==> config.mk <==
export PLATFORM = sky130hd
export DESIGN_NAME = rs_syndrome
export DESIGN_NICKNAME = d
export VERILOG_FILES = /design/src/rtl/rs_syndrome.sv
export SDC_FILE = /design/constraint.sdc
export NUM_CORES = 1
export LEC_CHECK = 0
export CAP_MARGIN = 15
export CORE_ASPECT_RATIO = 1.5
export CORE_MARGIN = 1.5
export CORE_UTILIZATION = 40
export DETAILED_ROUTE_END_ITERATION = 16
export HOLD_SLACK_MARGIN = 0.12
export PLACE_DENSITY = 0.71
export SLEW_MARGIN = 30
export SYNTH_ARGS = -nofsm -noshare
export SYNTH_HDL_FRONTEND = slang
export SYNTH_SLANG_ARGS = --single-unit
==> constraint.sdc <==
create_clock -name clk -period 3.71 [get_ports clk]
set_clock_uncertainty 0.05 [all_clocks]
set_input_delay 0.371 -clock clk [delete_from_list [all_inputs] [get_ports clk]]
set_output_delay 0.371 -clock clk [all_outputs]
set_load 0.1 [all_outputs]
==> src/rtl/rs_syndrome.sv <==
// rs_syndrome
// -----------------------------------------------------------------------------
// First stage of the RS(544,514) decoder over GF(2^10) (field polynomial
// x^10 + x^3 + 1, alpha = 10'h002). It accumulates the 30 syndromes
// S_i = r(alpha^i), i = 0..29, of each received codeword with Horner's rule.
// Symbols arrive highest degree first, at up to one symbol per cycle, with
// optional stalls. All syndromes are presented in parallel one cycle after
// the last symbol.
//
// Ports
//   clk       : rising-edge clock
//   rst_n     : asynchronous reset, active low
//   sop       : start of codeword, qualified by valid_in
//   valid_in  : data_in carries a received symbol this cycle
//   data_in   : received symbol, x^543 coefficient first
//   syn_valid : one-cycle pulse, syn_out / err_det updated
//   syn_out   : packed syndromes, S_i in bits [10*i+9 : 10*i]
//   err_det   : at least one syndrome of the last reported word is nonzero
//   sync_err  : one-cycle pulse, a partial codeword was aborted by sop
//   busy      : a codeword is partially received
// -----------------------------------------------------------------------------
module rs_syndrome #(
    parameter int N     = 544,
    parameter int NSYM  = 30,
    parameter int CNT_W = 10
) (
    input  logic                 clk,
    input  logic                 rst_n,
    input  logic                 sop,
    input  logic                 valid_in,
    input  logic [9:0]           data_in,
    output logic                 syn_valid,
    output logic [NSYM*10-1:0]   syn_out,
    output logic                 err_det,
    output logic                 sync_err,
    output logic                 busy
);

    typedef enum logic {
        IDLE,
        ACC
    } state_t;

    // Multiply by x modulo x^10 + x^3 + 1 (x^10 folds back to x^3 + 1).
    function automatic logic [9:0] gf_xtime(input logic [9:0] v);
        return {v[8:0], 1'b0} ^ (v[9] ? 10'h009 : 10'h000);
    endfunction

    // Shift-and-add field multiply. Used with a constant second operand, so
    // each instance collapses to a small XOR network.
    function automatic logic [9:0] gf_mul(input logic [9:0] a, input logic [9:0] b);
        logic [9:0] p;
        p = '0;
        for (int k = 9; k >= 0; k--) begin
            p = gf_xtime(p);
            if (b[k]) begin
                p = p ^ a;
            end
        end
        return p;
    endfunction

    // alpha^n, evaluated at elaboration time to build the multiplier constants.
    function automatic logic [9:0] alpha_pow(input int n);
        logic [9:0] v;
        v = 10'h001;
        for (int k = 0; k < n; k++) begin
            v = gf_xtime(v);
        end
        return v;
    endfunction

    state_t             state_q;
    state_t             state_d;
    logic [CNT_W-1:0]   cnt_q;
    logic [9:0]         acc_q [NSYM];
    logic [9:0]         horner [NSYM];
    logic [NSYM*10-1:0] horner_flat;

    logic               start_word;
    logic               step_word;
    logic               finish_word;
    logic               abort_word;

    // One fixed-constant multiplier per syndrome: next S_i = S_i*alpha^i ^ r.
    // The flattened copy is what gets registered when the word completes.
    for (genvar i = 0; i < NSYM; i++) begin : g_horner
        localparam logic [9:0] ALPHA_I = alpha_pow(i);
        assign horner[i]                = gf_mul(acc_q[i], ALPHA_I) ^ data_in;
        assign horner_flat[10*i +: 10]  = horner[i];
    end

    // State register.
    always_ff @(posedge clk or negedge rst_n) begin
        if (!rst_n) begin
            state_q <= IDLE;
        end else begin
            state_q <= state_d;
        end
    end

    // Next-state and datapath control. A sop in ACC always restarts the word,
    // even when it coincides with what would have been the last symbol, so an
    // aborted word can never be reported.
    always_comb begin
        state_d     = state_q;
        start_word  = 1'b0;
        step_word   = 1'b0;
        finish_word = 1'b0;
        abort_word  = 1'b0;
        case (state_q)
            IDLE: begin
                if (valid_in && sop) begin
                    start_word = 1'b1;
                    state_d    = ACC;
                end
            end
            ACC: begin
                if (valid_in) begin
                    if (sop) begin
                        abort_word = 1'b1;
                        start_word = 1'b1;
                    end else if (cnt_q == CNT_W'(N - 1)) begin
                        finish_word = 1'b1;
                        state_d     = IDLE;
                    end else begin
                        step_word = 1'b1;
                    end
                end
            end
            default: state_d = IDLE;
        endcase
    end

    // Accumulators and symbol counter. Stall cycles fall through and hold.
    // Completion clears everything so the next sop starts from a clean slate.
    always_ff @(posedge clk or negedge rst_n) begin
        if (!rst_n) begin
            cnt_q <= '0;
            for (int i = 0; i < NSYM; i++) begin
                acc_q[i] <= '0;
            end
        end else if (start_word) begin
            cnt_q <= CNT_W'(1);
            for (int i = 0; i < NSYM; i++) begin
                acc_q[i] <= data_in;
            end
        end else if (step_word) begin
            cnt_q <= cnt_q + CNT_W'(1);
            for (int i = 0; i < NSYM; i++) begin
                acc_q[i] <= horner[i];
            end
        end else if (finish_word) begin
            cnt_q <= '0;
            for (int i = 0; i < NSYM; i++) begin
                acc_q[i] <= '0;
            end
        end
    end

    // Output registers. syn_out and err_det hold until the next completed
    // word; the two status strobes are single-cycle pulses.
    always_ff @(posedge clk or negedge rst_n) begin
        if (!rst_n) begin
            syn_valid <= 1'b0;
            sync_err  <= 1'b0;
            syn_out   <= '0;
            err_det   <= 1'b0;
        end else begin
            syn_valid <= finish_word;
            sync_err  <= abort_word;
            if (finish_word) begin
                syn_out <= horner_flat;
                err_det <= |horner_flat;
            end
        end
    end

    assign busy = (state_q == ACC);

endmodule

==> impl_metrics.sql, run 1 <==
INSERT INTO impl_metrics (metric_group, metric, value, unit) VALUES
('power', 'power.share.combinational', '47.1', '%'),
('timing', 'setup_tns', '0', 'ns'),
('synthesis', 'ys.flop_type', 'sky130_fd_sc_hd__dfrtp_1', ''),
('grt', 'antenna_found_initial', '6', ''),
('timing', 'min_period_over_period', '89.9', '%'),
('synthesis', 'number_of_enable_type_register_cells_in_the_synthesized_netlist', '0', ''),
('setup_path', 'arrival', '3.81', 'ns'),
('cts', 'tritoncts.num_buffers', '58', ''),
('setup_path', 'cp_max_fo', '4', ''),
('route', 'first_pass_iters', '6', ''),
('cts', 'cts.hold.buffers_added', '1', ''),
('timing', 'worstMarginPinSlew', '1.09', 'ns'),
('synthesis', 'yosys-mux-area-fraction', '0.265', '%'),
('cells_and_area', 'layout-drive-gt1-share', '9.29', '%'),
('route', 'detail_route_antenna_nets', '0', ''),
('cts', 'cts_root_buffer_type', 'sky130_fd_sc_hd__clkbuf_16', ''),
('cts', 'clock_latency', '0.66', 'ns'),
('timing', 'timing.max_slew.rel_slack', '27.3', '%'),
('floorplan', 'initial_core_util', '40.3', '%'),
('timing', 'final-max-slew-violation-count', '0', ''),
('synthesis', 'netlist.top_cell.by_area', 'sky130_fd_sc_hd__dfrtp_1', ''),
('power', 'switchingPower', '13.3', 'mW'),
('power', 'vdd_drop_max', '0.466', 'mV'),
('route', 'vias_per_inst', '5.82', ''),
('status', 'status', 'finished clean', ''),
('grt', 'grt_first_pass_wirelength', '172', 'mm'),
('timing', 'period_minus_slack', '3.34', 'ns'),
('setup_path', 'critical_path.endpoint_type', 'register', ''),
('timing', 'rsz_0062_raised_after_global_routing', 'no', ''),
('cts', 'ctsLongestPathBuffers', '3', ''),
('setup_path', 'rr_worst_depth', '8', ''),
('floorplan', 'die_y', '342', 'microns'),
('timing', 'hold_ws', '0.190', 'ns'),
('synthesis', 'syn-cell-area', '30600', 'sq um'),
('floorplan', 'dieArea', '78300', 'sq um'),
('power', 'cellLeakagePower', '15.6', 'nW'),
('place', 'hpwl', '81.3', 'mm'),
('power', 'p_int', '17.2', 'mW'),
('floorplan', 'num_io_pins', '318', ''),
('route', 'drt_first_iter_violations', '2919', ''),
('synthesis', 'post-synth-top-area-fraction', '50.1', '%'),
('synthesis', 'synth-seq-area-share', '50.1', '%'),
('worst_hold_path', 'min-delay-start', 'data_in[6]', ''),
('power', 'power_frac_seq', '31.4', '%'),
('cells_and_area', 'register_area', '15400', 'sq um'),
('synthesis', 'async_flop_share', '100', '%'),
('synthesis', 'yosysUniqueCellTypes', '61', ''),
('setup_path', 'crit-reg2reg-capture', 'err_det', ''),
('cells_and_area', 'multi_input_comb_area', '14300', 'sq um'),
('cts', 'postCtsResizedCells', '0', ''),
('cts', 'tritoncts_clock_tree', 'yes', ''),
('cts', 'clkTransAtPathRegs', '0.07', 'ns'),
('synthesis', 'synth.yosys.warnings', '0', ''),
('place', 'pre_cts_setup_slack', '0.212', 'ns'),
('cells_and_area', 'mostFrequentLayoutCell', 'sky130_fd_sc_hd__dfrtp_1', ''),
('synthesis', 'syn_area_per_cell', '9.78', 'sq um'),
('grt', 'gr-total-overflow', '0', ''),
('worst_hold_path', 'hold_depth', '3', ''),
('grt', 'grt_pass1_vias', '25700', ''),
('worst_hold_path', 'min_delay_worst_endpoint', 'acc_q[226]', ''),
('cts', 'clock_sink_count', '614', ''),
('synthesis', 'synth-xor-area-share', '19.6', '%'),
('setup_path', 'worst_ep_required_time', '4.18', 'ns'),
('grt', 'grt_max_degree', '181', ''),
('synthesis', 'synth_compound_gate_area_share', '16.5', '%'),
('cells_and_area', 'fin_nets', '3412', ''),
('setup_path', 'critical_path.startpoint_type', 'register', ''),
('place', 'placement.cell_area', '35200', 'sq um'),
('synthesis', 'register_bit_total_from_synthesis', '614', ''),
('worst_hold_path', 'holdCritPathClass', 'in2reg', ''),
('synthesis', 'yosys.area_share.simple', '9.90', '%');
stage by stage:
| step | instances | utilization, % | total power, mW |
|---|---|---|---|
| final | 4455 | 49.1 | 30.5 |
| after detailed placement | 4343 | 46.4 | 23.6 |
| after global routing | 4453 | 49.1 | 31.5 |
| after CTS | 4452 | 49.1 | 30.2 |
| after floorplan | 3134 | - | 17.4 |
| after global placement | 4343 | 46.6 | 23.4 |
power groups by stage:
stage	sequential, mW	clock [mW]	combinational, mW
final	9.57	6.55	14.3
after global routing	9.71	6.89	14.9
after CTS	9.52	6.62	14.0
after detailed placement	9.64	0	13.9
after floorplan	9.03	0	8.32
after global placement	9.60	0	13.8
cell usage after synthesis (2+ instances only):
library cell               number
sky130_fd_sc_hd__a211o_1        7
sky130_fd_sc_hd__a211oi_1       2
sky130_fd_sc_hd__a21oi_1      196
sky130_fd_sc_hd__a221o_1       82
sky130_fd_sc_hd__a32o_1         9
sky130_fd_sc_hd__and2_1         5
sky130_fd_sc_hd__and3_1        29
sky130_fd_sc_hd__and4_1         5
sky130_fd_sc_hd__buf_1         17
sky130_fd_sc_hd__buf_2         37
sky130_fd_sc_hd__clkbuf_1     204
sky130_fd_sc_hd__clkbuf_2       3
sky130_fd_sc_hd__dfrtp_1      614
sky130_fd_sc_hd__inv_1          6
sky130_fd_sc_hd__inv_2          3
sky130_fd_sc_hd__mux2i_1        7
sky130_fd_sc_hd__nand2_1      445
sky130_fd_sc_hd__nand3_1       15
sky130_fd_sc_hd__nand4_1       52
sky130_fd_sc_hd__nor2_1        52
sky130_fd_sc_hd__nor3_1        20
sky130_fd_sc_hd__nor3b_1        8
sky130_fd_sc_hd__nor4_1        14
sky130_fd_sc_hd__nor4bb_1       2
sky130_fd_sc_hd__o211a_1       11
sky130_fd_sc_hd__o211ai_1       2
sky130_fd_sc_hd__o21a_1         2
sky130_fd_sc_hd__o21ai_0      553
sky130_fd_sc_hd__o21ai_1        2
sky130_fd_sc_hd__o221ai_1       2
sky130_fd_sc_hd__o22ai_1        5
sky130_fd_sc_hd__o311ai_0       3
sky130_fd_sc_hd__o31ai_1        3
sky130_fd_sc_hd__or2_2          4
sky130_fd_sc_hd__or3_1          6
sky130_fd_sc_hd__or4_1         16
sky130_fd_sc_hd__xnor2_1      509
sky130_fd_sc_hd__xnor3_1       10
sky130_fd_sc_hd__xor2_1       150
sequential cells by signal, indices dropped and copies added (netlist names):
signal     count
acc_q        300
syn_out      300
cnt_q         10
busy           1
err_det        1
syn_valid      1
sync_err       1
kinds of logic after synthesis:
kind of cell / Yosys count
xor gates and xnor gates: 669
AOI/OAI and AO/OA: 889
buffers and inverters: 273
and+or+nand+nor: 680
muxes: 8
adders and majority gates: 1
DFF: 614
cell type report:
| class | instances | area share (%) |
|---|---|---|
| Sequential cell | 614 | 41.2 |
| Multi-Input combinational cell | 2247 | 38.2 |
| Timing Repair Buffer | 466 | 11.6 |
| Clock buffer | 79 | 4.42 |
| Tap cell | 1008 | 3.38 |
| Clock inverter | 29 | 1.10 |
| Inverter | 10 | 0.101 |
| Antenna cell | 2 | 0.0134 |
per-layer routing:
| layer | GRT usage, % | wire length [microns] | up-vias |
|---|---|---|---|
| li1 | - | - | 11300 |
| met2 | 45.2 | 52700 | 1434 |
| met4 | 22.1 | 9680 | 8 |
| met5 | 0 | 51 | - |
| met3 | 6.42 | 9790 | 437 |
| met1 | 36.2 | 44200 | 12800 |
how the worst max path moves through the flow:
stage | cells after the start | start | slack [ns] | endpoint
global route | 8 | acc_q[25] | 0.35 | err_det
finish | 8 | acc_q[25] | 0.37 | err_det
CTS | 8 | acc_q[25] | 0.44 | err_det
detailed placement | 8 | data_in[1] | 0.21 | err_det
global placement | 8 | data_in[1] | 0.16 | err_det
floorplan | 10 | busy | 0.79 | syn_out[255]
worst max-delay path, stage by stage (launching register included):
cell                        delay [ns]
sky130_fd_sc_hd__dfrtp_1          0.46
sky130_fd_sc_hd__xnor2_1          0.23
sky130_fd_sc_hd__xnor2_1          0.61
sky130_fd_sc_hd__buf_4            0.22
sky130_fd_sc_hd__nand4_1          0.08
sky130_fd_sc_hd__or4_1            0.64
sky130_fd_sc_hd__or4_1            0.52
sky130_fd_sc_hd__nor4_2           0.30
sky130_fd_sc_hd__a2bb2oi_1        0.10
Power figures use the tool's default switching activity.
==> run 2, diff against run 1 <==
--- a/config.mk
+++ b/config.mk
@@ -5,6 +5,7 @@
 export SDC_FILE = /design/constraint.sdc
 export NUM_CORES = 1
 export LEC_CHECK = 0
+export ABC_CLOCK_PERIOD_IN_PS = 3710
 export CAP_MARGIN = 15
 export CORE_ASPECT_RATIO = 1.5
 export CORE_MARGIN = 1.5
==> results of run 2 <==
No change in the layout: final DEF, timing and power equal those of run 1.
